--- src/rtl/proc16_pkg.sv ---
// rtl/proc16_pkg.sv - shared FSM encodings, owner IDs and defaults for the memory port arbiter
package proc16_pkg;

  typedef enum logic [1:0] {
    ST_IDLE  = 2'd0,
    ST_ISSUE = 2'd1,
    ST_WAIT  = 2'd2,
    ST_DONE  = 2'd3
  } arb_state_t;

  localparam logic OWN_IF = 1'b0;
  localparam logic OWN_D  = 1'b1;

  localparam int MEM_LAT_DEF    = 1;
  localparam int STARVE_MAX_DEF = 4;

  // MEM_LAT is at most 7 and STARVE_MAX at most 15
  localparam int LAT_W    = 3;
  localparam int STARVE_W = 4;

endpackage

--- src/rtl/mem_port_arbiter_if.sv ---
// rtl/mem_port_arbiter_if.sv - fetch, data and memory-macro buses of the memory port arbiter
interface mem_port_arbiter_if #(
  parameter int AW = 16,
  parameter int DW = 16
);

  logic          if_req;
  logic [AW-1:0] if_addr;
  logic          if_gnt;
  logic          if_rvalid;
  logic [DW-1:0] if_rdata;

  logic          d_req;
  logic          d_we;
  logic [AW-1:0] d_addr;
  logic [DW-1:0] d_wdata;
  logic          d_gnt;
  logic          d_rvalid;
  logic [DW-1:0] d_rdata;

  logic          mem_en;
  logic          mem_we;
  logic [AW-1:0] mem_addr;
  logic [DW-1:0] mem_wdata;
  logic [DW-1:0] mem_rdata;

  // arbiter side
  modport master (
    input  if_req, if_addr,
    output if_gnt, if_rvalid, if_rdata,
    input  d_req, d_we, d_addr, d_wdata,
    output d_gnt, d_rvalid, d_rdata,
    output mem_en, mem_we, mem_addr, mem_wdata,
    input  mem_rdata
  );

  // requesters and memory macro side
  modport slave (
    output if_req, if_addr,
    input  if_gnt, if_rvalid, if_rdata,
    output d_req, d_we, d_addr, d_wdata,
    input  d_gnt, d_rvalid, d_rdata,
    input  mem_en, mem_we, mem_addr, mem_wdata,
    output mem_rdata
  );

endinterface

--- src/rtl/arb_starve_pick.sv ---
// rtl/arb_starve_pick.sv - data-first winner selection with a fetch anti-starvation counter
module arb_starve_pick
  import proc16_pkg::*;
#(
  parameter int STARVE_MAX = STARVE_MAX_DEF
) (
  input  logic clk,
  input  logic rst,
  input  logic arb_en,
  input  logic if_req,
  input  logic d_req,
  output logic any_req,
  output logic fetch_win
);

  logic [STARVE_W-1:0] starve_cnt;

  assign any_req   = if_req | d_req;
  assign fetch_win = if_req & (~d_req | (starve_cnt == STARVE_W'(STARVE_MAX)));

  // counts data wins taken while fetch was waiting; fetch wins before it can wrap
  always_ff @(posedge clk or negedge rst) begin
    if (!rst) begin
      starve_cnt <= '0;
    end else if (arb_en && any_req) begin
      if (fetch_win || !if_req) begin
        starve_cnt <= '0;
      end else begin
        starve_cnt <= starve_cnt + 1'b1;
      end
    end
  end

endmodule

--- src/rtl/mem_port_arbiter.sv ---
// rtl/mem_port_arbiter.sv - serialises fetch and data accesses onto one single-port memory
module mem_port_arbiter
  import proc16_pkg::*;
#(
  parameter int AW         = 16,
  parameter int DW         = 16,
  parameter int MEM_LAT    = MEM_LAT_DEF,
  parameter int STARVE_MAX = STARVE_MAX_DEF
) (
  input  logic               clk,
  input  logic               rst,
  mem_port_arbiter_if.master bus,
  output logic               busy,
  output logic               owner
);

  arb_state_t        state;
  logic [LAT_W-1:0]  lat_cnt;
  logic              any_req;
  logic              fetch_win;

  logic              if_gnt_q;
  logic              d_gnt_q;
  logic              if_rvalid_q;
  logic              d_rvalid_q;
  logic              mem_en_q;
  logic              mem_we_q;
  logic [AW-1:0]     addr_q;
  logic [DW-1:0]     wdata_q;
  logic [DW-1:0]     if_rdata_q;
  logic [DW-1:0]     d_rdata_q;

  arb_starve_pick #(
    .STARVE_MAX (STARVE_MAX)
  ) u_pick (
    .clk       (clk),
    .rst       (rst),
    .arb_en    (state == ST_IDLE),
    .if_req    (bus.if_req),
    .d_req     (bus.d_req),
    .any_req   (any_req),
    .fetch_win (fetch_win)
  );

  assign bus.if_gnt    = if_gnt_q;
  assign bus.d_gnt     = d_gnt_q;
  assign bus.if_rvalid = if_rvalid_q;
  assign bus.d_rvalid  = d_rvalid_q;
  assign bus.if_rdata  = if_rdata_q;
  assign bus.d_rdata   = d_rdata_q;
  assign bus.mem_en    = mem_en_q;
  assign bus.mem_we    = mem_we_q;
  assign bus.mem_addr  = addr_q;
  assign bus.mem_wdata = wdata_q;

  // the memory strobes are loaded on the IDLE->ISSUE edge so they appear during ISSUE
  always_ff @(posedge clk or negedge rst) begin
    if (!rst) begin
      state       <= ST_IDLE;
      lat_cnt     <= '0;
      busy        <= 1'b0;
      owner       <= OWN_IF;
      if_gnt_q    <= 1'b0;
      d_gnt_q     <= 1'b0;
      if_rvalid_q <= 1'b0;
      d_rvalid_q  <= 1'b0;
      mem_en_q    <= 1'b0;
      mem_we_q    <= 1'b0;
      addr_q      <= '0;
      wdata_q     <= '0;
      if_rdata_q  <= '0;
      d_rdata_q   <= '0;
    end else begin
      if_gnt_q    <= 1'b0;
      d_gnt_q     <= 1'b0;
      if_rvalid_q <= 1'b0;
      d_rvalid_q  <= 1'b0;
      mem_en_q    <= 1'b0;
      mem_we_q    <= 1'b0;
      case (state)
        ST_IDLE: begin
          if (any_req) begin
            state    <= ST_ISSUE;
            busy     <= 1'b1;
            mem_en_q <= 1'b1;
            if (fetch_win) begin
              owner    <= OWN_IF;
              if_gnt_q <= 1'b1;
              addr_q   <= bus.if_addr;
            end else begin
              owner    <= OWN_D;
              d_gnt_q  <= 1'b1;
              addr_q   <= bus.d_addr;
              mem_we_q <= bus.d_we;
              wdata_q  <= bus.d_wdata;
            end
          end
        end
        ST_ISSUE: begin
          if (mem_we_q) begin
            state <= ST_IDLE;
            busy  <= 1'b0;
          end else begin
            lat_cnt <= LAT_W'(MEM_LAT - 1);
            state   <= ST_WAIT;
          end
        end
        ST_WAIT: begin
          if (lat_cnt == '0) begin
            state <= ST_DONE;
            if (owner == OWN_IF) begin
              if_rdata_q  <= bus.mem_rdata;
              if_rvalid_q <= 1'b1;
            end else begin
              d_rdata_q  <= bus.mem_rdata;
              d_rvalid_q <= 1'b1;
            end
          end else begin
            lat_cnt <= lat_cnt - 1'b1;
          end
        end
        ST_DONE: begin
          state <= ST_IDLE;
          busy  <= 1'b0;
        end
        default: begin
          state <= ST_IDLE;
          busy  <= 1'b0;
        end
      endcase
    end
  end

endmodule

--- src/flat_wrapper.sv ---
// flat-port wrapper written by rule: the top's interface ports become plain ports
module mem_port_arbiter_flat import proc16_pkg::*;
#(
  parameter int AW         = 16,
  parameter int DW         = 16,
  parameter int MEM_LAT    = MEM_LAT_DEF,
  parameter int STARVE_MAX = STARVE_MAX_DEF
)
  (clk, rst, busy, owner, bus_if_req, bus_if_addr, bus_if_gnt, bus_if_rvalid, bus_if_rdata, bus_d_req, bus_d_we, bus_d_addr, bus_d_wdata, bus_d_gnt, bus_d_rvalid, bus_d_rdata, bus_mem_en, bus_mem_we, bus_mem_addr, bus_mem_wdata, bus_mem_rdata);
  mem_port_arbiter_if #(.AW(AW), .DW(DW)) bus_i ();
  input  logic clk;
  input  logic rst;
  output logic busy;
  output logic owner;
  input wire logic [$bits(bus_i.if_req)-1:0] bus_if_req;
  input wire logic [$bits(bus_i.if_addr)-1:0] bus_if_addr;
  output wire logic [$bits(bus_i.if_gnt)-1:0] bus_if_gnt;
  output wire logic [$bits(bus_i.if_rvalid)-1:0] bus_if_rvalid;
  output wire logic [$bits(bus_i.if_rdata)-1:0] bus_if_rdata;
  input wire logic [$bits(bus_i.d_req)-1:0] bus_d_req;
  input wire logic [$bits(bus_i.d_we)-1:0] bus_d_we;
  input wire logic [$bits(bus_i.d_addr)-1:0] bus_d_addr;
  input wire logic [$bits(bus_i.d_wdata)-1:0] bus_d_wdata;
  output wire logic [$bits(bus_i.d_gnt)-1:0] bus_d_gnt;
  output wire logic [$bits(bus_i.d_rvalid)-1:0] bus_d_rvalid;
  output wire logic [$bits(bus_i.d_rdata)-1:0] bus_d_rdata;
  output wire logic [$bits(bus_i.mem_en)-1:0] bus_mem_en;
  output wire logic [$bits(bus_i.mem_we)-1:0] bus_mem_we;
  output wire logic [$bits(bus_i.mem_addr)-1:0] bus_mem_addr;
  output wire logic [$bits(bus_i.mem_wdata)-1:0] bus_mem_wdata;
  input wire logic [$bits(bus_i.mem_rdata)-1:0] bus_mem_rdata;
  assign bus_i.if_req = bus_if_req;
  assign bus_i.if_addr = bus_if_addr;
  assign bus_if_gnt = bus_i.if_gnt;
  assign bus_if_rvalid = bus_i.if_rvalid;
  assign bus_if_rdata = bus_i.if_rdata;
  assign bus_i.d_req = bus_d_req;
  assign bus_i.d_we = bus_d_we;
  assign bus_i.d_addr = bus_d_addr;
  assign bus_i.d_wdata = bus_d_wdata;
  assign bus_d_gnt = bus_i.d_gnt;
  assign bus_d_rvalid = bus_i.d_rvalid;
  assign bus_d_rdata = bus_i.d_rdata;
  assign bus_mem_en = bus_i.mem_en;
  assign bus_mem_we = bus_i.mem_we;
  assign bus_mem_addr = bus_i.mem_addr;
  assign bus_mem_wdata = bus_i.mem_wdata;
  assign bus_i.mem_rdata = bus_mem_rdata;
  mem_port_arbiter #(.AW(AW), .DW(DW), .MEM_LAT(MEM_LAT), .STARVE_MAX(STARVE_MAX)) u_core (.clk(clk), .rst(rst), .bus(bus_i), .busy(busy), .owner(owner));
endmodule
--- config.mk ---
export PLATFORM = sky130hd
export DESIGN_NAME = mem_port_arbiter_flat
export DESIGN_NICKNAME = d
export VERILOG_FILES = /design/src/rtl/proc16_pkg.sv /design/src/rtl/mem_port_arbiter_if.sv /design/src/rtl/arb_starve_pick.sv /design/src/rtl/mem_port_arbiter.sv /design/src/flat_wrapper.sv
export SDC_FILE = /design/constraint.sdc
export NUM_CORES = 1
export LEC_CHECK = 0
export CORE_UTILIZATION = 46
export CTS_CLUSTER_DIAMETER = 80
export CTS_CLUSTER_SIZE = 24
export DETAILED_ROUTE_END_ITERATION = 16
export PLACE_DENSITY = 0.94
export SETUP_SLACK_MARGIN = 0.3
export SLEW_MARGIN = 15
export SYNTH_ARGS = -nofsm -noshare
export SYNTH_HDL_FRONTEND = slang
export SYNTH_SLANG_ARGS = --single-unit
--- constraint.sdc ---
create_clock -name clk -period 5.05 [get_ports clk]
set_input_delay 0.505 -clock clk [delete_from_list [all_inputs] [get_ports clk]]
set_output_delay 0.505 -clock clk [all_outputs]
set_load 0.02 [all_outputs]
---- After elaboration in Yosys (flattened, before gate mapping) ----
Index checks and enable logic that the tools add are counted.
storage, ports and cells
  bits in registers ....................... 81
  latch bits .............................. 0
  memory bits (writable) .................. 0
  memory bits (read-only) ................. 0
  input bits .............................. 69
  output and inout bits ................... 72
  word-level logic and storage cells ...... 75
  memories ................................ 0
cells by class
  add/sub/neg operators ................... 2
  multipliers ............................. 0
  div/mod/pow operators ................... 0
  order comparisons ....................... 0
  eq/ne operators ......................... 9
  shift operators ......................... 0
  mux-type cells .......................... 29
  bitwise logic cells ..................... 6
  reductions and logical operators ........ 14
operators by type and width
  kind                                                                     number
  1-bit 2-to-1 mux                                                         19
  16-bit 2-to-1 mux                                                        1
  3-bit AND reduction                                                      5
  2-bit one-hot mux with 4 select lines                                    1
  2-bit 2-to-1 mux                                                         3
  3-bit 2-to-1 mux                                                         2
  2-bit by 1-bit inequality test with 1-bit output, second input constant  3
  3-bit one-hot mux with 2 select lines                                    1
  4-bit by 1-bit adder with 4-bit output, second input constant            1
  2-bit == test, second input constant                                     2
  4-bit by 3-bit == test with 1-bit output, second input constant          1
  4-bit 2-to-1 mux                                                         1
  2-bit inequality test, second input constant                             2
  2-bit AND reduction                                                      2
  3-bit zero test                                                          1
  1-bit NOT                                                                3
  1-bit one-hot mux with 3 select lines                                    1
  3-bit nonzero test                                                       1
  3-bit by 1-bit subtractor with 3-bit output, second input constant       1
  2-bit by 1-bit == test with 1-bit output, second input constant          1
  2-bit zero test                                                          1
  1-bit bitwise OR                                                         2
  2-bit nonzero test                                                       1
  1-bit bitwise AND                                                        1
  3 further kinds                                                          3

---- Logic depth before layout (Yosys ltp) ----
Gate-level depths: netlist of the first run.
  depth after elaboration ................. 6
  mapped depth ............................ 9
  mapped depth without buffers ............ 7

---- Modules after synthesis ----
A second synthesis of the first run with hierarchy kept.
second synthesis, totals
  cell total of the unflattened synthesis .. 248
  area total of the unflattened synthesis .. 3432.0 um^2
by module, submodules not included
  module            times used  cells an instance  area an instance (um^2)
  mem_port_arbiter  1           220                3170.5
  arb_starve_pick   1           28                 261.5

---- Worst setup path before layout of the first run ----
Ideal clock, no wire load.
  path type ............................... register to register
  start point ............................. reg u_core.state[0]
  end point ............................... reg u_core.if_rdata_q[10] (netlist: u_core.bus.if_rdata[10])
  data arrival time ....................... 1.785 ns
  required time ........................... 4.925 ns
  slack ................................... 3.140 ns
  stages on the path, launching flop included .. 9
  path through ............................ dfrtp_1 -> inv_1 -> ha_1 -> nand2_1 -> or2_2 -> clkbuf_1 -> inv_1 -> buf_6 -> mux2_2
on the way
  cells in the longest elaborated chain, start to end .. 2
RTL lines
  what                                  line                     RTL
  start, declared                       mem_port_arbiter.sv:17   arb_state_t state;
  start signal, assigned                mem_port_arbiter.sv:59   state <= ST_IDLE;
  start signal, assigned                mem_port_arbiter.sv:83   state <= ST_ISSUE;
  start signal, assigned                mem_port_arbiter.sv:101  state <= ST_IDLE;
  2-bit == test                         mem_port_arbiter.sv:80   case (state)
  3-bit AND reduction (no source line)  -
  end signal, assigned                  mem_port_arbiter.sv:112  if_rdata_q <= bus.mem_rdata;
  end, declared                         mem_port_arbiter.sv:30   logic [DW-1:0] if_rdata_q;
No other way between the ends.
A chain may end at the register's enable or synchronous reset.

---- Worst setup path after layout of the first run ----
  start point ............................. reg u_core.state[0]
  end point ............................... reg u_core.u_pick.starve_cnt[2]
on the way
  cells in the longest elaborated chain, start to end .. 2
RTL lines
  what                  line                    RTL
  2-bit zero test       mem_port_arbiter.sv:38  .arb_en (state == ST_IDLE),
  1-bit logical AND     arb_starve_pick.sv:25   end else if (arb_en && any_req) begin
  end signal, assigned  arb_starve_pick.sv:29   starve_cnt <= starve_cnt + 1'b1;
  end, declared         arb_starve_pick.sv:16   logic [STARVE_W-1:0] starve_cnt;
No other way between the ends.

==> reports/metrics.yaml, run 1 <==
fin_nets: 487
finalCriticalPeriod_ns: 2.45
routedWlPerCell_um: 16.3
area_delta_synth_final_pct: 47.4
drc: 0
synth.area.top_cells: "dfrtp_1 58%, mux2_2 14%, nand2_1 3.8%, ha_1 3.6%, o211ai_1 3.5%"
setup_ws_ns: 2.60
worstSetupPathType: "reg2reg"
syn_area_um2: 3480
ys_async_sr_fraction_pct: 100
dp_slack_ns: 2.46
tightest_slew_ns: 0.994
max_slew_margin_pct: 33.7
die_w_um: 88.9
cts_tree: "yes"
required_ns: 5.30
initial_core_util_pct: 47.7
yosysUniqueCellTypes: 34
grt_usage_pct: 21.3
root_buffer: "clkbuf_8"
final_cell_area_um2: 5120
crit_path_top_delay_cell: "ha_1"
synthFlopType: "dfrtp_1"
yosys-top-cells-count: "81 x dfrtp_1, 42 x mux2_2, 35 x nand2_1"
clkLatencyLatePin_ns: 0.35
drv_cap: 0
num_vias: 2694
gp_congestion: 0.741
clk_pin_slew_ns: 0.09
fin_crit_sh_pct: 48.5
grt_max_degree: 82
crit_chain: "inv_1 > ha_1 > o21ai_1 > inv_1 > o31ai_1 > a21o_1"
layout-drive-gt1-share_pct: 17.4
rsz0062_at_grt: "no"
ir_drop_mv: 0.268
yosysMostFrequentCell: "dfrtp_1"
coreArea_um2: 7290
end_kind: "register"
seq_area_frac_synth_pct: 58.3
cts_buffer_depth: 2
slew_viol_final: 0
synth_edf_count: 0
port_buffers: 140
finalPower_mw: 3.25
yosysWarnings: 0
detail-route-antenna-nets: 0
grt_overflow: 0
firstDrtPassIters: 4
drt-initial-drc-count: 76
die_area_um2: 7910
max_freq_mhz: 408
fin_skew_ns: 0.00742
numCtsBuffers: 9
crit_path_max_incr_delay_ns: 0.71
synth_top_area_share_pct: 58.3
grt_pass1_vias: 2606
crit_top_cell: "inv_1"
yosys.area.top_type: "dfrtp_1"
ys_ff_latch: 81
htree_levels: 3
io_pins: 141
crit_family: "adder cells"
final.setup.tns_ns: 0
post_cts_buffers: 0
row_count: 31
via_per_inst: 5.26
synth.avg_cell_area_um2: 12.8
dp_hpwl_mm: 6.00
setup_viol: 0
reg2reg_slack_ns: 2.60
syn_nets: 350
grt_pass1_wl_mm: 12.6
diodes: 0
final_core_util_pct: 70.2
post_cts_resized: 0
wirelength_mm: 8.33
netlist_instances: 271
outcome: "finished clean"
worst_setup_path_start_kind: "register"
clock-sinks: 81
crit_fanout: 22
die_h_um: 88.9
power.density_nw_per_um2: 634
hold_violations: 0
cp_num_buf_inv: 2
dpl_cell_area_um2: 4920
hold_buffers: 0
arrival_ns: 2.70
min_path_type: "in2async"
antenna_found_initial: 0
p_leak_nw: 2.19
[cells in the final DEF (no fill, tap or decap), types with 2 or more instances in the layout]
cell type,netlist,routed
nand2_1,35,35
mux2_2,42,42
nand4_1,16,16
nor2_1,4,4
nor2b_1,2,2
dfrtp_1,81,81
ha_1,10,10
and2_1,2,2
inv_1,13,13
nor3b_1,2,2
a21o_1,2,2
nand3_1,3,3
o21ai_0,3,2
clkinvlp_4,0,2
buf_4,0,2
mux2_4,7,7
o22ai_1,2,2
o211ai_1,16,16
clkdlybuf4s50_1,0,139
clkbuf_8,0,9
o31ai_1,2,2
[through the flow]
| step | std cells | hold WS (ns) |
|---|---|---|
| after floorplan | 271 | 0.209 |
| after global placement | 496 | 0.486 |
| after detailed placement | 496 | 0.492 |
| after CTS | 512 | 0.335 |
| after global routing | 512 | 0.406 |
| final | 512 | 0.290 |
[registers in the layout, indices dropped and copies added (netlist names), 3 cells and up, named ones only]
register	cells
u_core.bus.if_rdata	16
u_core.lat_cnt	3
u_core.bus.mem_addr	16
u_core.bus.mem_wdata	16
u_core.bus.d_rdata	16
u_core.u_pick.starve_cnt	4
[cells by family after synthesis]
| family | synth area share [%] |
|---|---|
| DFF | 58.3 |
| and+or+nand+nor | 10.7 |
| muxes | 16.6 |
| AOI/OAI and AO/OA | 6.88 |
| buffers and inverters | 3.89 |
| adders and majority gates | 3.60 |
[layer usage]
layer	track usage, %	share of wire [%]	up-vias
met5	0	0	-
met4	6.45	1.0	0
met3	7.20	9.7	8
met2	37.3	51	136
met1	24.9	38	1317
li1	-	-	1233
[worst register-to-register path: cells and delay by family, from the launching register on]
family	cells	cell delay (ns)
adder cells (fa/ha/maj)	1	0.71
buffers and inverters	2	0.67
AO/OA/AOI/OAI	3	0.55
flip-flops	1	0.42
[cell type report]
| class | instances | area (um^2) |
|---|---|---|
| clock buffer | 9 | 124 |
| inverter | 13 | 48.8 |
| timing repair buffer | 141 | 1410 |
| sequential | 81 | 2030 |
| multi-input combinational | 162 | 1310 |
| clock inverter | 7 | 78.8 |
| tap | 99 | 124 |
| fill | 534 | 2170 |
[report_power, final]
group	internal, mW	switching (mW)
sequential	0.945	0.168
clock	0.233	0.249
combinational	0.852	0.801
[worst paths after layout]
path | from | endpoint | cells after the start
max | u_core.state[0] | u_core.u_pick.starve_cnt[2] | 6
min | rst | u_core.bus.d_rdata[14] | 1
max reg2reg | u_core.state[0] | u_core.u_pick.starve_cnt[2] | 6
min reg2reg | u_core.bus.if_rdata[2] | u_core.bus.if_rdata[2] | 1
max in group asynchronous | rst | u_core.bus.mem_wdata[4] | 1
min in group clk | u_core.bus.if_rdata[2] | u_core.bus.if_rdata[2] | 1
No activity file was read; power rests on OpenSTA's default activity.
==> run 2, diff against run 1 <==
--- a/config.mk
+++ b/config.mk
@@ -5,11 +5,11 @@
 export SDC_FILE = /design/constraint.sdc
 export NUM_CORES = 1
 export LEC_CHECK = 0
-export CORE_UTILIZATION = 46
+export CORE_UTILIZATION = 43
 export CTS_CLUSTER_DIAMETER = 80
 export CTS_CLUSTER_SIZE = 24
 export DETAILED_ROUTE_END_ITERATION = 16
-export PLACE_DENSITY = 0.94
+export PLACE_DENSITY = 0.89
 export SETUP_SLACK_MARGIN = 0.3
 export SLEW_MARGIN = 15
 export SYNTH_ARGS = -nofsm -noshare
==> constraint.sdc (replaced) <==
create_clock -name clk -period 2.36 [get_ports clk]
set_input_delay 0.236 -clock clk [delete_from_list [all_inputs] [get_ports clk]]
set_output_delay 0.236 -clock clk [all_outputs]
set_load 0.02 [all_outputs]
==> run 2 against run 1 <==
Net effect: critical endpoint is now u_core.bus.if_rdata[9]; register-to-register slack lost 2.2 ns; global-route usage fell by 1.2 points; fmax grew 26%; largest cell class unchanged.
==> reports/metrics.yaml, run 2 (synthesis gave the netlist of run 1 again) <==
outcome: "finished clean"  # unchanged
initial_core_util_pct: 44.7  # was 47.7%
clkLatencyLatePin_ns: 0.34  # was 0.35 ns
clock-sinks: 81  # unchanged
seq_area_um2: 2030  # unchanged
numPlacedInstances: 507  # was 496
drc: 0  # unchanged
multi_input_area_um2: 1310  # unchanged
die_h_um: 91.9  # was 88.9 um
final_cell_area_um2: 5210  # was 5120 um^2
gp_congestion: 0.723  # was 0.741
fin_crit_sh_pct: 82.3  # was 48.5%
met2_usage_pct: 34.1  # was 37.3%
dp_slack_ns: 0.255  # was 2.46 ns
area_delta_synth_final_pct: 49.8  # was 47.4%
diodes: 0  # unchanged
wirelength_mm: 8.02  # was 8.33 mm
fill_cells: 580  # was 534
final_cell_mix: "139 x clkdlybuf4s50_1, 81 x dfrtp_1, 42 x mux2_2, 35 x nand2_1"  # unchanged
layout-drive-gt1-share_pct: 19.0  # was 17.4%
worstSetupPathType: "reg2reg"  # unchanged
min_path_type: "in2async"  # unchanged
grt_overflow: 0  # unchanged
root_buffer: "clkbuf_8"  # unchanged
setup_viol: 0  # unchanged
crit_fanout: 13  # was 22
slew_viol_final: 0  # unchanged
grt_usage_pct: 20.1  # was 21.3%
final_core_util_pct: 67.0  # was 70.2%
numCtsBuffers: 9  # unchanged
grt_pass1_wl_mm: 13.3  # was 12.6 mm
fin_skew_ns: 0.0133  # was 0.00742 ns
htree_levels: 3  # unchanged
required_ns: 2.58  # was 5.30 ns
globalRouteMet3Util_pct: 4.98  # was 7.20%
coreArea_um2: 7770  # was 7290 um^2
dpl_cell_area_um2: 5000  # was 4920 um^2
finalCriticalPeriod_ns: 1.94  # was 2.45 ns
fin_hold_ws_ns: 0.372  # was 0.290 ns
io_pins: 141  # unchanged
final.setup.tns_ns: 0  # unchanged
ir_drop_mv: 0.462  # was 0.268 mV
max_slew_margin_pct: 70.8  # was 33.7%
grt_max_degree: 49  # was 82
dp_hpwl_mm: 6.02  # was 6.00 mm
via_per_inst: 5.09  # was 5.26
cts_tree: "yes"  # unchanged
die_w_um: 91.9  # was 88.9 um
antenna_found_initial: 0  # unchanged
power.density_nw_per_um2: 1330  # was 634 nW/um^2
die_area_um2: 8450  # was 7910 um^2
met1_usage_pct: 25.2  # was 24.9%
detail-route-antenna-nets: 0  # unchanged
drt-initial-drc-count: 74  # was 76
end_kind: "register"  # unchanged
row_count: 32  # was 31
tightest_slew_ns: 0.439  # was 0.994 ns
max_freq_mhz: 515  # was 408 MHz
finalPower_mw: 6.92  # was 3.25 mW
firstDrtPassIters: 4  # unchanged
hold_violations: 0  # unchanged
setup_ws_ns: 0.419  # was 2.60 ns
arrival_ns: 2.16  # was 2.70 ns
grt_pass1_vias: 2791  # was 2606
worst_setup_path_start_kind: "register"  # unchanged
cts_buffer_depth: 2  # unchanged
drv_cap: 0  # unchanged
final_common_cell: "clkdlybuf4s50_1"  # unchanged
num_vias: 2667  # was 2694
port_buffers: 140  # unchanged
routedWlPerCell_um: 15.3  # was 16.3 um
fin_cells: 524  # was 512
post_cts_buffers: 0  # unchanged
rsz0062_at_grt: "no"  # unchanged
p_leak_nw: 2.23  # was 2.19 nW
clk_pin_slew_ns: 0.09  # about the same
fin_nets: 496  # was 487
top_usage_layer: "met2"  # unchanged
## run 2: cell types whose count changed in the layout (fill, tap and decap cells not counted)
cell           before  now
clkinv_4            1    3
inv_1              13   12
clkbuf_1            0    1
dlygate4sd3_1       0    1
inv_8               1    0
inv_6               1    0
buf_4               2    9
buf_12              0    1
## run 2: final timing paths
path	start	endpoint	slack (ns)	cells after the start
max reg2reg	u_core.state[0]	u_core.bus.if_rdata[9]	0.42	6
min	rst	u_core.bus.d_rdata[14]	0.37	2
max	u_core.state[0]	u_core.bus.if_rdata[9]	0.42	6
min in group clk	bus_if_addr[8]	u_core.bus.mem_addr[8]	0.46	3
max in group asynchronous	rst	u_core.bus.mem_wdata[13]	1.38	3
min reg2reg	u_core.bus.d_rdata[12]	u_core.bus.d_rdata[12]	0.51	1
## run 2: area by class of cell
type	instances	share of cell area [%]
clock buffer	10	2.45
clock inverter	6	1.32
inverter	13	1.01
multi-input combinational	162	25.2
sequential	81	38.9
tap	102	2.45
timing repair buffer	150	28.6
## run 2: power breakdown
group	internal, mW	switching (mW)	total, mW
logic	1.86	1.71	3.56
registers	2.02	0.350	2.37
clock network	0.493	0.490	0.983
## run 2: critical path: stages (launching register included)
cell	delay, ns
dfrtp_1	0.41
inv_1	0.16
ha_1	0.23
nand2_1	0.07
or2_2	0.35
clkinvlp_4	0.24
mux2_2	0.36
## run 2: routing by layer
layer,vias to the layer above,wire (um)
met3,8,526
met4,0,72
met1,1299,3440
li1,1260,-
met5,-,0
met2,100,3980
## run 2: timing repair
item / in CTS / in global routing
resized for setup: 1 / 0
hold endpoints to repair: 33 / 0
setup endpoints to repair: 12 / 0
hold buffers: 1 / 0
